File: src/rtl/fft_job_arbiter_if.sv
// Port-A, engine and interrupt signals between the FFT frame-BRAM arbiter and its neighbours.
// master: arbiter side. slave: host bridge / engine / BRAM side.
interface fft_job_arbiter_if #(
  parameter int AW = 11,
  parameter int DW = 256
);
  logic          host_start;
  logic          host_ifft;
  logic [1:0]    host_mode;
  logic          host_en;
  logic          host_we;
  logic [AW-1:0] host_addr;
  logic [DW-1:0] host_din;
  logic [AW-1:0] eng_addr;
  logic          eng_busy;
  logic          bram_ena;
  logic          bram_wea;
  logic [AW-1:0] bram_addra;
  logic [DW-1:0] bram_dina;
  logic          pc_select;
  logic          eng_init;
  logic          eng_ifft;
  logic [1:0]    eng_mode;
  logic          usr_irq_req;
  logic          usr_irq_ack;
  logic          host_err;
  logic          wdog_timeout;
  logic [15:0]   job_cnt;

  modport master (
    input  host_start, host_ifft, host_mode, host_en, host_we, host_addr, host_din,
           eng_addr, eng_busy, usr_irq_ack,
    output bram_ena, bram_wea, bram_addra, bram_dina, pc_select, eng_init,
           eng_ifft, eng_mode, usr_irq_req, host_err, wdog_timeout, job_cnt
  );

  modport slave (
    output host_start, host_ifft, host_mode, host_en, host_we, host_addr, host_din,
           eng_addr, eng_busy, usr_irq_ack,
    input  bram_ena, bram_wea, bram_addra, bram_dina, pc_select, eng_init,
           eng_ifft, eng_mode, usr_irq_req, host_err, wdog_timeout, job_cnt
  );
endinterface

File: src/rtl/fft_job_arbiter.sv
// Frame-BRAM owner arbiter: runs one FFT job per host doorbell and raises the MSI on completion.
// Optional run watchdog is enabled by defining ARB_WATCHDOG_EN.
//
// state | meaning
// IDLE  | host owns the BRAM, waiting for a doorbell
// ARM   | engine owns the BRAM, one settling cycle before the start pulse
// START | eng_init pulse
// RUN   | waiting for the engine busy pulse to rise and fall
// IRQ   | host owns the BRAM again, interrupt held until acknowledged
module fft_job_arbiter #(
  parameter int AW = 11,
  parameter int DW = 256
`ifdef ARB_WATCHDOG_EN
  , parameter int unsigned WDOG_CYC = 65536
`endif
) (
  input logic               clk_250M,
  input logic               rst,
  fft_job_arbiter_if.master bus
);

  typedef enum logic [2:0] {S_IDLE, S_ARM, S_START, S_RUN, S_IRQ} state_t;

  state_t      state_q, state_d;
  logic        pc_select_q, pc_select_d;
  logic        eng_init_q, eng_init_d;
  logic        usr_irq_req_q, usr_irq_req_d;
  logic        eng_ifft_q, eng_ifft_d;
  logic [1:0]  eng_mode_q, eng_mode_d;
  logic        host_err_q, host_err_d;
  logic        seen_busy_q, seen_busy_d;
  logic [15:0] job_cnt_q, job_cnt_d;
  logic        wdog_timeout_q, wdog_timeout_d;
`ifdef ARB_WATCHDOG_EN
  localparam logic [16:0] WDOG_LIM = 17'(WDOG_CYC);
  logic [16:0] wdog_cnt_q, wdog_cnt_d;
`endif

  always_ff @(posedge clk_250M) begin
    if (rst) begin
      state_q        <= S_IDLE;
      pc_select_q    <= 1'b1;
      eng_init_q     <= 1'b0;
      usr_irq_req_q  <= 1'b0;
      eng_ifft_q     <= 1'b0;
      eng_mode_q     <= 2'd0;
      host_err_q     <= 1'b0;
      seen_busy_q    <= 1'b0;
      job_cnt_q      <= 16'd0;
      wdog_timeout_q <= 1'b0;
`ifdef ARB_WATCHDOG_EN
      wdog_cnt_q     <= 17'd0;
`endif
    end else begin
      state_q        <= state_d;
      pc_select_q    <= pc_select_d;
      eng_init_q     <= eng_init_d;
      usr_irq_req_q  <= usr_irq_req_d;
      eng_ifft_q     <= eng_ifft_d;
      eng_mode_q     <= eng_mode_d;
      host_err_q     <= host_err_d;
      seen_busy_q    <= seen_busy_d;
      job_cnt_q      <= job_cnt_d;
      wdog_timeout_q <= wdog_timeout_d;
`ifdef ARB_WATCHDOG_EN
      wdog_cnt_q     <= wdog_cnt_d;
`endif
    end
  end

  always_comb begin
    state_d        = state_q;
    eng_ifft_d     = eng_ifft_q;
    eng_mode_d     = eng_mode_q;
    host_err_d     = host_err_q;
    seen_busy_d    = seen_busy_q;
    job_cnt_d      = job_cnt_q;
    wdog_timeout_d = wdog_timeout_q;
`ifdef ARB_WATCHDOG_EN
    wdog_cnt_d     = wdog_cnt_q;
`endif

    unique case (state_q)
      S_IDLE: begin
        if (bus.host_start) begin
          eng_ifft_d = bus.host_ifft;
          eng_mode_d = bus.host_mode;
          state_d    = S_ARM;
        end
      end
      S_ARM:   state_d = S_START;
      S_START: begin
        seen_busy_d = 1'b0;
`ifdef ARB_WATCHDOG_EN
        wdog_cnt_d  = 17'd0;
`endif
        state_d     = S_RUN;
      end
      S_RUN: begin
        if (bus.eng_busy) seen_busy_d = 1'b1;
        if (seen_busy_q && !bus.eng_busy) begin
          job_cnt_d = job_cnt_q + 16'd1;
          state_d   = S_IRQ;
        end
`ifdef ARB_WATCHDOG_EN
        else begin
          wdog_cnt_d = wdog_cnt_q + 17'd1;
          if (wdog_cnt_d == WDOG_LIM) begin
            wdog_timeout_d = 1'b1;
            state_d        = S_IRQ;
          end
        end
`endif
      end
      S_IRQ: begin
        if (bus.usr_irq_ack) state_d = S_IDLE;
      end
      default: state_d = S_IDLE;
    endcase

    // Doorbells outside IDLE and host accesses while the engine owns port A are dropped.
    if (bus.host_start && (state_q != S_IDLE)) host_err_d = 1'b1;
    if (bus.host_en && !pc_select_q)           host_err_d = 1'b1;

    pc_select_d   = (state_d == S_IDLE) || (state_d == S_IRQ);
    eng_init_d    = (state_d == S_START);
    usr_irq_req_d = (state_d == S_IRQ);
  end

  always_comb begin
    if (pc_select_q) begin
      bus.bram_ena   = bus.host_en;
      bus.bram_wea   = bus.host_en & bus.host_we;
      bus.bram_addra = bus.host_addr;
      bus.bram_dina  = bus.host_din;
    end else begin
      bus.bram_ena   = 1'b1;
      bus.bram_wea   = 1'b0;
      bus.bram_addra = bus.eng_addr;
      bus.bram_dina  = '0;
    end
  end

  assign bus.pc_select    = pc_select_q;
  assign bus.eng_init     = eng_init_q;
  assign bus.usr_irq_req  = usr_irq_req_q;
  assign bus.eng_ifft     = eng_ifft_q;
  assign bus.eng_mode     = eng_mode_q;
  assign bus.host_err     = host_err_q;
  assign bus.job_cnt      = job_cnt_q;
`ifdef ARB_WATCHDOG_EN
  assign bus.wdog_timeout = wdog_timeout_q;
`else
  assign bus.wdog_timeout = 1'b0;
`endif

endmodule

File: src/flat_wrapper.sv
// flat-port wrapper written by rule: the top's interface ports become plain ports
module fft_job_arbiter_flat 
#(
  parameter int AW = 11,
  parameter int DW = 256

)
  (clk_250M, rst, bus_host_start, bus_host_ifft, bus_host_mode, bus_host_en, bus_host_we, bus_host_addr, bus_host_din, bus_eng_addr, bus_eng_busy, bus_usr_irq_ack, bus_bram_ena, bus_bram_wea, bus_bram_addra, bus_bram_dina, bus_pc_select, bus_eng_init, bus_eng_ifft, bus_eng_mode, bus_usr_irq_req, bus_host_err, bus_wdog_timeout, bus_job_cnt);
  fft_job_arbiter_if #(.AW(AW), .DW(DW)) bus_i ();
  input logic clk_250M;
  input logic rst;
  input wire logic [$bits(bus_i.host_start)-1:0] bus_host_start;
  input wire logic [$bits(bus_i.host_ifft)-1:0] bus_host_ifft;
  input wire logic [$bits(bus_i.host_mode)-1:0] bus_host_mode;
  input wire logic [$bits(bus_i.host_en)-1:0] bus_host_en;
  input wire logic [$bits(bus_i.host_we)-1:0] bus_host_we;
  input wire logic [$bits(bus_i.host_addr)-1:0] bus_host_addr;
  input wire logic [$bits(bus_i.host_din)-1:0] bus_host_din;
  input wire logic [$bits(bus_i.eng_addr)-1:0] bus_eng_addr;
  input wire logic [$bits(bus_i.eng_busy)-1:0] bus_eng_busy;
  input wire logic [$bits(bus_i.usr_irq_ack)-1:0] bus_usr_irq_ack;
  output wire logic [$bits(bus_i.bram_ena)-1:0] bus_bram_ena;
  output wire logic [$bits(bus_i.bram_wea)-1:0] bus_bram_wea;
  output wire logic [$bits(bus_i.bram_addra)-1:0] bus_bram_addra;
  output wire logic [$bits(bus_i.bram_dina)-1:0] bus_bram_dina;
  output wire logic [$bits(bus_i.pc_select)-1:0] bus_pc_select;
  output wire logic [$bits(bus_i.eng_init)-1:0] bus_eng_init;
  output wire logic [$bits(bus_i.eng_ifft)-1:0] bus_eng_ifft;
  output wire logic [$bits(bus_i.eng_mode)-1:0] bus_eng_mode;
  output wire logic [$bits(bus_i.usr_irq_req)-1:0] bus_usr_irq_req;
  output wire logic [$bits(bus_i.host_err)-1:0] bus_host_err;
  output wire logic [$bits(bus_i.wdog_timeout)-1:0] bus_wdog_timeout;
  output wire logic [$bits(bus_i.job_cnt)-1:0] bus_job_cnt;
  assign bus_i.host_start = bus_host_start;
  assign bus_i.host_ifft = bus_host_ifft;
  assign bus_i.host_mode = bus_host_mode;
  assign bus_i.host_en = bus_host_en;
  assign bus_i.host_we = bus_host_we;
  assign bus_i.host_addr = bus_host_addr;
  assign bus_i.host_din = bus_host_din;
  assign bus_i.eng_addr = bus_eng_addr;
  assign bus_i.eng_busy = bus_eng_busy;
  assign bus_i.usr_irq_ack = bus_usr_irq_ack;
  assign bus_bram_ena = bus_i.bram_ena;
  assign bus_bram_wea = bus_i.bram_wea;
  assign bus_bram_addra = bus_i.bram_addra;
  assign bus_bram_dina = bus_i.bram_dina;
  assign bus_pc_select = bus_i.pc_select;
  assign bus_eng_init = bus_i.eng_init;
  assign bus_eng_ifft = bus_i.eng_ifft;
  assign bus_eng_mode = bus_i.eng_mode;
  assign bus_usr_irq_req = bus_i.usr_irq_req;
  assign bus_host_err = bus_i.host_err;
  assign bus_wdog_timeout = bus_i.wdog_timeout;
  assign bus_job_cnt = bus_i.job_cnt;
  fft_job_arbiter #(.AW(AW), .DW(DW)) u_core (.clk_250M(clk_250M), .rst(rst), .bus(bus_i));
endmodule
File: config.mk
export PLATFORM = sky130hd
export DESIGN_NAME = fft_job_arbiter_flat
export DESIGN_NICKNAME = d
export VERILOG_FILES = /design/src/rtl/fft_job_arbiter_if.sv /design/src/rtl/fft_job_arbiter.sv /design/src/flat_wrapper.sv
export SDC_FILE = /design/constraint.sdc
export NUM_CORES = 1
export LEC_CHECK = 0
export ABC_AREA = 1
export BUFFER_PORTS_ARGS = -buffer_cell sky130_fd_sc_hd__buf_4
export CORE_AREA = 5 5 223 225
export DETAILED_ROUTE_END_ITERATION = 8
export DIE_AREA = 0 0 228 230
export MAX_ROUTING_LAYER = met4
export PLACE_DENSITY_LB_ADDON = 0.12
export SLEW_MARGIN = 20
export SYNTH_ARGS = -nofsm -noshare
export SYNTH_HDL_FRONTEND = slang
export SYNTH_SLANG_ARGS = --single-unit
File: constraint.sdc
create_clock -name clk_250M -period 1.6 [get_ports clk_250M]
set_input_delay 0.08 -clock clk_250M [delete_from_list [all_inputs] [get_ports clk_250M]]
set_output_delay 0.08 -clock clk_250M [all_outputs]
set_load 0.03 [all_outputs]
* After elaboration in Yosys (flattened, before gate mapping)
Cells that the tools add are included.
** Word-level totals
- Bits of input ports :: 288
- Bits in read-only memories :: 0
- Flip-flop bits (word level) :: 27
- Output and inout port bits :: 293
- Memories :: 0
- RAM bits :: 0
- Latch bits :: 0
- Word-level logic and storage cells :: 44
** Operators by class
- Div/mod/pow operators :: 0
- Reductions and logical operators :: 14
- Bitwise logic cells :: 1
- Order comparisons :: 0
- Eq/ne operators :: 7
- $add $sub $neg :: 1
- Multipliers :: 0
- Shift operators :: 0
- Muxes and demuxes :: 12
** Operators by type and width (number)
- two-way mux 256 bit :: 1
- adder 16 x 1 -> 16 bit (second input constant) :: 1
- one-hot mux 3 bit (5 select lines) :: 1
- two-way mux 11 bit :: 1
- equality test 3 x 2 -> 1 bit (second input constant) :: 3
- two-way mux 3 bit :: 3
- equality test 3 bit (second input constant) :: 2
- zero test 3 bit :: 2
- AND reduction 2 bit :: 3
- two-way mux 1 bit :: 5
- nonzero test 2 bit :: 2
- equality test 3 x 1 -> 1 bit (second input constant) :: 1
- logical AND 1 bit :: 3
- nonzero test 3 bit :: 1
- zero test 1 bit :: 2
- != test 2 bit (second input constant) :: 1
- one-hot mux 1 bit (2 select lines) :: 1
- AND 1 bit :: 1
- logical OR 1 bit :: 1

* Depth between registers and ports, before layout
Gate-level depths: netlist of the first run.
- Depth after elaboration :: 6
- Depth in mapped cells :: 9
- Mapped depth without buffers :: 9

* Worst setup path before layout of the first run
Ideal clock, no wire load.
- Path kind :: register -> register
- From :: register u_core.job_cnt_q[1], in the netlist u_core.bus.job_cnt[1]
- To :: register u_core.job_cnt_q[10], in the netlist u_core.bus.job_cnt[10]
- Arrival time :: 1.430 ns
- Path buffers :: 0
- Setup slack :: 0.057 ns
- Stages on the path, launching flop included :: 9
- Data required time :: 1.487 ns
- Library setup time :: 0.113 ns
- Clock period less this slack :: 1.543 ns
- Cell sequence :: dfxtp_1 -> ha_1 -> nand3_1 -> nor2_1 -> nand2_4 -> inv_2 -> nand2_1 -> nor2_1 -> nor2_1
** On the way
- Longest elaborated chain between the ends :: 1
** Ends and longest elaborated chain
- start, declared :: line fft_job_arbiter.sv:32 : logic [15:0] job_cnt_q, job_cnt_d;
- start signal, assigned :: line fft_job_arbiter.sv:63 : job_cnt_q <= job_cnt_d;
- adder 16 x 1 -> 16 bit :: line fft_job_arbiter.sv:102 : job_cnt_d = job_cnt_q + 16'd1;
No other way between the ends.
A chain may end at the register's enable or synchronous reset.

* Worst setup path in the final report of the first run
- From :: register u_core.pc_select_q, in the netlist u_core.bus.pc_select
- To :: output port bus_bram_dina[81]
** On the way
- Longest elaborated chain between the ends :: 1
** Ends and longest elaborated chain
- start, declared :: line fft_job_arbiter.sv:25 : logic pc_select_q, pc_select_d;
- start signal, assigned :: line fft_job_arbiter.sv:56 : pc_select_q <= pc_select_d;
- two-way mux 256 bit :: line fft_job_arbiter.sv:131 : if (pc_select_q) begin
- end, declared :: line flat_wrapper.sv:25 : output wire logic [$bits(bus_i.bram_dina)-1:0] bus_bram_dina;
No other way between the ends.

==> results of run 1 <==
[critical path, stage by stage, from the launching register on]
cell,delay (ns)
dfxtp_4,0.46
buf_12,0.26
nand2_1,0.18
inv_1,0.10
buf_4,0.16
[metal layers]
| metal | routed length (um) | share of wire [%] | track usage, % |
|---|---|---|---|
| met1 | 14600 | 41 | 15.1 |
| met2 | 18100 | 51 | 22.7 |
| met3 | 2760 | 7.8 | 3.76 |
| met4 | 37 | 0.10 | 0.284 |
| met5 | 0 | 0 | - |
[Yosys cell counts]
cell type | instances | area [um^2]
buf_2 | 25 | 125
nor2_4 | 3 | 33.8
nand2_2 | 2 | 12.5
nor4_1 | 1 | 6.26
buf_4 | 1 | 7.51
inv_1 | 287 | 1080
nand2_1 | 333 | 1250
nor2_1 | 34 | 128
dfxtp_1 | 27 | 541
a21oi_1 | 12 | 60.1
inv_2 | 2 | 7.51
nand3_2 | 2 | 20.0
nand3b_1 | 1 | 7.51
clkbuf_1 | 8 | 30.0
nand3_1 | 9 | 45.0
ha_1 | 1 | 12.5
o21ai_1 | 1 | 5.00
nor3_1 | 1 | 5.00
o21ai_0 | 9 | 45.0
nand2_4 | 2 | 22.5
o21bai_1 | 2 | 15.0
conb_1 | 1 | 3.75
nand4_1 | 5 | 31.3
o211ai_1 | 1 | 7.51
[layout make-up]
type                            count  area (um^2)  area share [%]
Multi-Input combinational cell    420         1710            19.7
Tap cell                          615          769            8.84
Inverter                          289         1080            12.5
Timing Repair Buffer              590         4500            51.8
Sequential cell                    27          544            6.26
Clock buffer                        4         78.8           0.906
Antenna cell                        3         7.51          0.0863
[logic make-up (layout without fill, tap and decap cells)]
| group | count (synthesis) | after routing | synth area share, % |
|---|---|---|---|
| buf+inv | 323 | 883 | 35.7 |
| simple gates | 393 | 393 | 44.6 |
| other cells | 1 | 4 | 0.107 |
| flops | 27 | 27 | 15.5 |
| compound gates | 25 | 25 | 3.79 |
| fa+ha+maj | 1 | 1 | 0.358 |
[stage by stage]
stage	util [%]	cell area, um^2	hold slack [ns]
after floorplan	-	3500	0.223
after global placement	18.2	8600	0.360
after detailed placement	18.2	8600	0.358
after CTS	18.3	8680	0.0717
after global routing	18.4	8700	0.0711
final	18.4	8700	0.0743
[flip-flops by register name (all words and copies together), names as in the netlist]
register / count
u_core.bus.eng_init: 1
u_core.bus.job_cnt: 16
u_core.state_q: 3
u_core.bus.eng_ifft: 1
u_core.bus.host_err: 1
u_core.seen_busy_q: 1
u_core.bus.eng_mode: 2
u_core.bus.pc_select: 1
u_core.bus.usr_irq_req: 1
[power breakdown]
part | total, mW | switching [mW] | internal [mW]
registers | 0.745 | 0.0430 | 0.702
logic | 5.60 | 3.60 | 1.99
clock network | 0.604 | 0.261 | 0.342
[final timing paths]
check	to	slack, ns	cells past startpoint
max	bus_bram_dina[81]	0.05	4
min	u_core.seen_busy_q$_SDFFE_PP0P_	0.07	2
max reg2reg	u_core.bus.job_cnt[10]$_SDFFE_PP0P_	0.19	9
min reg2reg	u_core.bus.eng_mode[0]$_SDFFE_PP0P_	0.45	2
==> results.json, run 1 <==
{
  "status": "completed",
  "fin_setup_tns_ns": 0,
  "ys_types": 24,
  "synth_seq_cells": 27,
  "syn-num-nets": 1059,
  "maxSlewViolCount": 0,
  "initial_core_util_pct": 7.39,
  "final_cells": 1948,
  "avgViaCountPerCell": 3.13,
  "postCtsSetupBuffers": 0,
  "power.density_nw_per_um2": 798,
  "criticalPathCategory": "reg -> out",
  "synth_area_per_cell_um2": 4.54,
  "die_h_um": 230,
  "cts_hold_repair.buffers": 0,
  "synthCells": 770,
  "cap_violations": 0,
  "placed_cells": 1941,
  "clkLatencyLatePin_ns": 0.26,
  "finalHoldViolations": 0,
  "pin_count": 581,
  "fin_nets": 1620,
  "synth_area_um2": 3500,
  "worstReg2RegStart": "u_core.bus.job_cnt[1]$_SDFFE_PP0P_",
  "worstSetupStartpoint": "u_core.bus.pc_select$_SDFF_PP1_",
  "overflow": 0,
  "max_freq_mhz": 646,
  "h-tree-depth": 1,
  "ant_nets": 0,
  "min_path_type": "in -> reg",
  "ys_seq_area_share_pct": 15.5,
  "die_w_um": 228,
  "cts_resized": 0,
  "port_buffers": 579,
  "mostFrequentLayoutCells": "584 x buf_4, 333 x nand2_1, 287 x inv_1",
  "finalPower_mw": 6.95,
  "fin_crit_ns": 1.55,
  "layout_commonest_cell": "buf_4",
  "p_leak_nw": 6.20,
  "fillers": 5659,
  "gp_congestion": 0.838,
  "grt_util_all_layers_pct": 12.7,
  "core_um2": 47300,
  "grt_max_degree": 78,
  "drtIter0Drc": 238,
  "worstHoldStart": "rst",
  "dp_hpwl_mm": 32.1,
  "startpoint_type": "flop",
  "grt_pass1_wl_mm": 47.1,
  "clockBufferDepth": 2,
  "crit_path_end_kind": "primary output",
  "wire_per_inst_um": 18.2,
  "cp_max_fo": 54,
  "path_clk_slew_ns": 0.07,
  "drive_above_1_share_pct": 45.6,
  "cts_tree": "done",
  "grt_setup_unrepaired": "true",
  "timing.final.ws_setup_ns": 0.0511,
  "clock-sinks": 27,
  "fin_crit_sh_pct": 96.8,
  "skew_ns": 0.00346,
  "setup_viol": 0,
  "worstPathRequired_ns": 1.52,
  "peakVddDrop_mv": 0.458,
  "cts_buffers": 3,
  "drc": 0,
  "routed_wl_mm": 35.5,
  "yosys_warnings": 0,
  "antenna_found_initial": 8,
  "area_growth_pct": 149,
  "die-area_um2": 52400,
  "drt_pass1_iterations": 4,
  "dp_slack_ns": 0.143,
  "worst_ep_arrival_time_ns": 1.47,
  "num_rows": 80,
  "vias": 6092,
  "grt_pass1_vias": 5753,
  "cts-root-buf": "clkbuf_16"
}
Power figures use the tool's default switching activity.
==> inputs of run 2 (changes only) <==
--- a/config.mk
+++ b/config.mk
@@ -8,6 +8,7 @@
 export ABC_AREA = 1
 export BUFFER_PORTS_ARGS = -buffer_cell sky130_fd_sc_hd__buf_4
 export CORE_AREA = 5 5 223 225
+export CTS_CLUSTER_SIZE = 20
 export DETAILED_ROUTE_END_ITERATION = 8
 export DIE_AREA = 0 0 228 230
 export MAX_ROUTING_LAYER = met4
==> constraint.sdc (replaced) <==
create_clock -name clk_250M -period 1.6 [get_ports clk_250M]
set_input_delay 0.08 -clock clk_250M [delete_from_list [all_inputs] [get_ports clk_250M]]
set_output_delay 0.08 -clock clk_250M [all_outputs]
set_load 0.05 [all_outputs]
==> results.json, run 2 (synthesis results as in run 1) <==
{
  "fin_crit_ns": 1.56,
  "finalPower_mw": 8.53,
  "skew_ns": 0.00178,
  "area_growth_pct": 154,
  "grt_pass1_wl_mm": 44.1,
  "dp_hpwl_mm": 29.1,
  "cts-root-buf": "clkbuf_16",
  "relSlewSlack_pct": 63.6,
  "layout_commonest_cell": "buf_4",
  "core_um2": 47300,
  "crit_chain": "buf_12, buf_4, nand2_1, inv_1, buf_4",
  "mostFrequentLayoutCells": "588 x buf_4, 333 x nand2_1, 286 x inv_1",
  "vias": 6002,
  "worstPathRequired_ns": 1.52,
  "die-area_um2": 52400,
  "min_path_type": "in -> reg",
  "clkLatencyLatePin_ns": 0.26,
  "path_clk_slew_ns": 0.07,
  "h-tree-depth": 1,
  "setup_viol": 0,
  "post_dp_cell_area_um2": 8640,
  "finalHoldViolations": 0,
  "drc": 0,
  "fin_nets": 1631,
  "worstReg2RegStart": "u_core.bus.job_cnt[1]$_SDFFE_PP0P_",
  "cts_buffers": 3,
  "final_area_um2": 8890,
  "drive_above_1_share_pct": 46.2,
  "cap_violations": 0,
  "status": "completed",
  "maxSlewViolCount": 0,
  "drtIter0Drc": 246,
  "grt_max_degree": 59,
  "overflow": 0,
  "die_h_um": 230,
  "worstHoldStart": "rst",
  "drt_pass1_iterations": 4,
  "antenna_found_initial": 6,
  "p_leak_nw": 6.29,
  "routed_wl_mm": 33.0,
  "max_freq_mhz": 640,
  "critPathMaxStageDelay_ns": 0.40,
  "gp_congestion": 0.869,
  "fin_crit_sh_pct": 97.6,
  "peakVddDrop_mv": 0.348,
  "crit_path_end_kind": "primary output",
  "num_rows": 80,
  "power.density_nw_per_um2": 959,
  "port_buffers": 579,
  "worst_ep_arrival_time_ns": 1.48,
  "clockBufferDepth": 2,
  "fillers": 5539,
  "cts_tree": "done",
  "clock-sinks": 27,
  "worstMarginPinSlew_ns": 0.546,
  "crit_top_cell": "buf_4",
  "die_w_um": 228,
  "initial_core_util_pct": 7.39,
  "wire_per_inst_um": 16.8,
  "cts_hold_repair.buffers": 0,
  "startpoint_type": "flop",
  "criticalPathCategory": "reg -> out",
  "ant_nets": 0,
  "cp_slowest_cell": "dfxtp_4",
  "avgViaCountPerCell": 3.06,
  "largest_register_ffs": 16,
  "pin_count": 581,
  "grt_pass1_vias": 5729,
  "cp_max_fo": 19,
  "grt_setup_unrepaired": "true",
  "grt_util_all_layers_pct": 11.6,
  "worstSetupStartpoint": "u_core.bus.pc_select$_SDFF_PP1_"
}
## run 2: changes by cell type in the layout (fill, tap and decap cells not counted)
cell / change
buf_4: +4
buf_16: +1
diode_2: +3
clkinvlp_4: +1
bufbuf_16: +1
buf_6: +2
dfxtp_1: -2
buf_12: +2
dfxtp_2: +2
clkbuf_16: +1
inv_1: -1
## run 2: repair_timing
action | CTS | global route
gates resized for setup | 2 | 4
setup endpoints to repair | 88 | 19
setup buffers | 4 | 0
cloned | 1 | 1
## run 2: final cells by class
class	instances	area (um^2)	share of cell area, %
well taps	615	769	8.65
flip-flops and latches	27	547	6.15
diodes	6	15.0	0.169
inverters	289	1090	12.2
multi-input cells	420	1710	19.3
clock buffers	4	78.8	0.886
repair buffers	601	4680	52.6
## run 2: final timing paths
| path | cells past startpoint | end | slack, ns |
|---|---|---|---|
| min | 2 | u_core.seen_busy_q$_SDFFE_PP0P_ | 0.08 |
| min reg2reg | 2 | u_core.bus.eng_mode[1]$_SDFFE_PP0P_ | 0.45 |
| max reg2reg | 10 | u_core.bus.job_cnt[10]$_SDFFE_PP0P_ | 0.20 |
| max | 5 | bus_bram_dina[99] | 0.04 |
## run 2: worst max-delay path: cells and delay by family (launching register included)
kind	cells	cell delay, ns
simple gates	1	0.06
buf+inv	4	0.73
flops	1	0.40
## run 2: per-stage QoR
| step | utilization [%] | hold slack (ns) | TNS [ns] | setup WS, ns | cells |
|---|---|---|---|---|---|
| finish | 18.8 | 0.0781 | 0 | 0.0380 | 1962 |
| global placement | 18.3 | 0.359 | 0 | 0.203 | 1946 |
| global route | 18.8 | 0.0789 | -0.00180 | -0.00180 | 1962 |
| CTS | 18.6 | 0.0795 | 0 | 0.0413 | 1955 |
| floorplan | - | 0.223 | 0 | 0.0302 | 770 |
| detailed placement | 18.3 | 0.362 | 0 | 0.188 | 1946 |
## run 2: routing by layer
layer / global-route usage, % / share of wire [%] / up-vias
li1: - / - / 3200
met1: 12.5 / 39 / 2556
met2: 21.8 / 54 / 238
met3: 3.47 / 7.1 / 8
met4: 1.25 / 0.69 / 0
met5: - / 0 / -
## run 2: power by group
group / total, mW / leakage (nW) / internal, mW / switching, mW
sequential: 0.733 / 0.221 / 0.702 / 0.0307
clock: 0.588 / 0.0382 / 0.342 / 0.246
combinational: 7.21 / 6.03 / 2.19 / 5.02
total: 8.53 / 6.29 / 3.23 / 5.30
==> inputs of run 3 (changes only) <==
--- a/config.mk
+++ b/config.mk
@@ -11,6 +11,7 @@
 export CTS_CLUSTER_SIZE = 20
 export DETAILED_ROUTE_END_ITERATION = 8
 export DIE_AREA = 0 0 228 230
+export GPL_TIMING_DRIVEN = 0
 export MAX_ROUTING_LAYER = met4
 export PLACE_DENSITY_LB_ADDON = 0.12
 export SLEW_MARGIN = 20
==> results.json, run 3 (synthesis results as in run 1) <==
{
  "cts_buffers": 3,
  "placed_cells": 1963,
  "status": "completed",
  "seqPwrFrac_pct": 8.3,
  "final_cells": 1970,
  "reg2reg_depth": 6,
  "cts-root-buf": "clkbuf_16",
  "dp_slack_ns": -0.432,
  "area_growth_pct": 159,
  "p_leak_nw": 6.36,
  "die_h_um": 230,
  "mostFrequentLayoutCells": "544 x buf_4, 332 x nand2_1, 283 x inv_1",
  "wl_met2_mm": 18.2,
  "routed_wl_mm": 33.4,
  "grt_pass1_wl_mm": 45.4,
  "wl_met3_mm": 2.56,
  "setup_viol": 0,
  "worstReg2RegStart": "u_core.bus.job_cnt[1]$_SDFFE_PP0P_",
  "clockBufferDepth": 2,
  "hold_ws_ns": 0.0782,
  "startpoint_type": "flop",
  "wire_per_inst_um": 17.0,
  "worst_ep_arrival_time_ns": 1.46,
  "antenna_found_initial": 2,
  "clock-sinks": 27,
  "vias": 6113,
  "gp_congestion": 0.879,
  "grt_setup_unrepaired": "true",
  "drtIter0Drc": 286,
  "cts_hold_repair.buffers": 0,
  "wl_met1_mm": 12.7,
  "r2r_slack_ns": 0.20,
  "power.density_nw_per_um2": 964,
  "crit_path_end_kind": "primary output",
  "fin_crit_sh_pct": 96.4,
  "pin_count": 581,
  "core_um2": 47300,
  "fin_crit_ns": 1.54,
  "p_clk_share_pct": 6.8,
  "h-tree-depth": 1,
  "dp_hpwl_mm": 30.6,
  "criticalPathCategory": "reg -> out",
  "p_sw_mw": 5.40,
  "worstPathRequired_ns": 1.52,
  "avgViaCountPerCell": 3.10,
  "min_path_type": "in -> reg",
  "grt_util_all_layers_pct": 11.9,
  "grt_max_degree": 15,
  "drive_above_1_share_pct": 47.2,
  "cts_tree": "done",
  "max_freq_mhz": 648,
  "initial_core_util_pct": 7.39,
  "min_path_cells": 3,
  "largest_register_ffs": 16,
  "timing.final.ws_setup_ns": 0.0572,
  "highest_layer": "met4",
  "fin_nets": 1643,
  "r2r-end": "u_core.bus.job_cnt[14]$_SDFFE_PP0P_",
  "cap_violations": 0,
  "drc": 0,
  "port_buffers": 578,
  "peakVddDrop_mv": 0.372,
  "power_frac_comb_pct": 84.9,
  "cp_max_fo": 10,
  "overflow": 0,
  "fin_util_pct": 19.2,
  "ant_nets": 0,
  "final_area_um2": 9080,
  "grt_pass1_vias": 5993,
  "drt_pass1_iterations": 4,
  "die-area_um2": 52400,
  "path_clk_slew_ns": 0.07,
  "num_rows": 80,
  "post_dp_cell_area_um2": 8610,
  "layout_commonest_cell": "buf_4",
  "min_to": "u_core.bus.host_err$_SDFFE_PP0P_",
  "fin_setup_tns_ns": 0,
  "finalPower_mw": 8.75,
  "worstHoldStart": "bus_host_start",
  "switching_share_pct": 61.8,
  "maxSlewViolCount": 0,
  "clkLatencyLatePin_ns": 0.27,
  "intPower_mw": 3.35,
  "finalHoldViolations": 0,
  "skew_ns": 0.00354,
  "die_w_um": 228
}
==> run 3: cell count changes in the layout (fill, tap and decap cells not counted), moves of 2 or more <==
cell | before | now
buf_16 | 2 | 0
buf_8 | 0 | 3
inv_1 | 286 | 283
clkbuf_4 | 0 | 2
buf_2 | 0 | 3
diode_2 | 6 | 2
buf_6 | 3 | 57
buf_12 | 6 | 2
inv_2 | 2 | 6
buf_4 | 588 | 544
==> run 3: final cells by class <==
| cell class | count | area (um^2) |
|---|---|---|
| clock buffer | 4 | 78.8 |
| fill | 5565 | 38300 |
| sequential | 27 | 544 |
| antenna | 2 | 5.00 |
| buffer | 34 | 374 |
| tap | 615 | 769 |
| multi-input combinational | 420 | 1720 |
| inverter | 289 | 1080 |
| timing repair buffer | 579 | 4500 |
==> run 3: worst max-delay path by stage <==
stage                                     from                 end  depth (start not counted)
6_report       u_core.bus.pc_select$_SDFF_PP1_   bus_bram_dina[84]                          6
3_3_place_gp   u_core.bus.pc_select$_SDFF_PP1_   bus_bram_dina[91]                          6
3_5_place_dp   u_core.bus.pc_select$_SDFF_PP1_   bus_bram_dina[91]                          6
5_1_grt        u_core.bus.pc_select$_SDFF_PP1_   bus_bram_dina[84]                          6
4_1_cts        u_core.bus.pc_select$_SDFF_PP1_  bus_bram_dina[171]                          6
2_1_floorplan  u_core.bus.pc_select$_SDFF_PP1_  bus_bram_dina[100]                          5
==> run 3: per-layer routing <==
layer,track usage (%),vias up
li1,-,3218
met1,12.8,2636
met2,22.9,251
met3,3.57,8
met4,0.473,0
met5,-,-
==> run 3: power by group through the flow <==
stage | sequential [mW] | clock, mW | combinational [mW]
after floorplan | 0.803 | 0 | 4.36
after global placement | 0.737 | 0 | 7.19
after detailed placement | 0.738 | 0 | 7.18
after CTS | 0.726 | 0.618 | 7.42
after global routing | 0.730 | 0.637 | 7.84
final | 0.725 | 0.595 | 7.43
==> run 3: timing repair <==
item,in CTS,in global routing
buffers inserted,0,0
cloned,0,1
endpoints found under the setup margin,269,163
resized for setup,76,43
==> run 3: worst max-delay path, stage by stage, from the launching register on <==
cell	delay [ns]
dfxtp_2	0.36
buf_12	0.16
clkbuf_16	0.16
buf_6	0.14
nand2_1	0.12
inv_1	0.09
buf_6	0.16
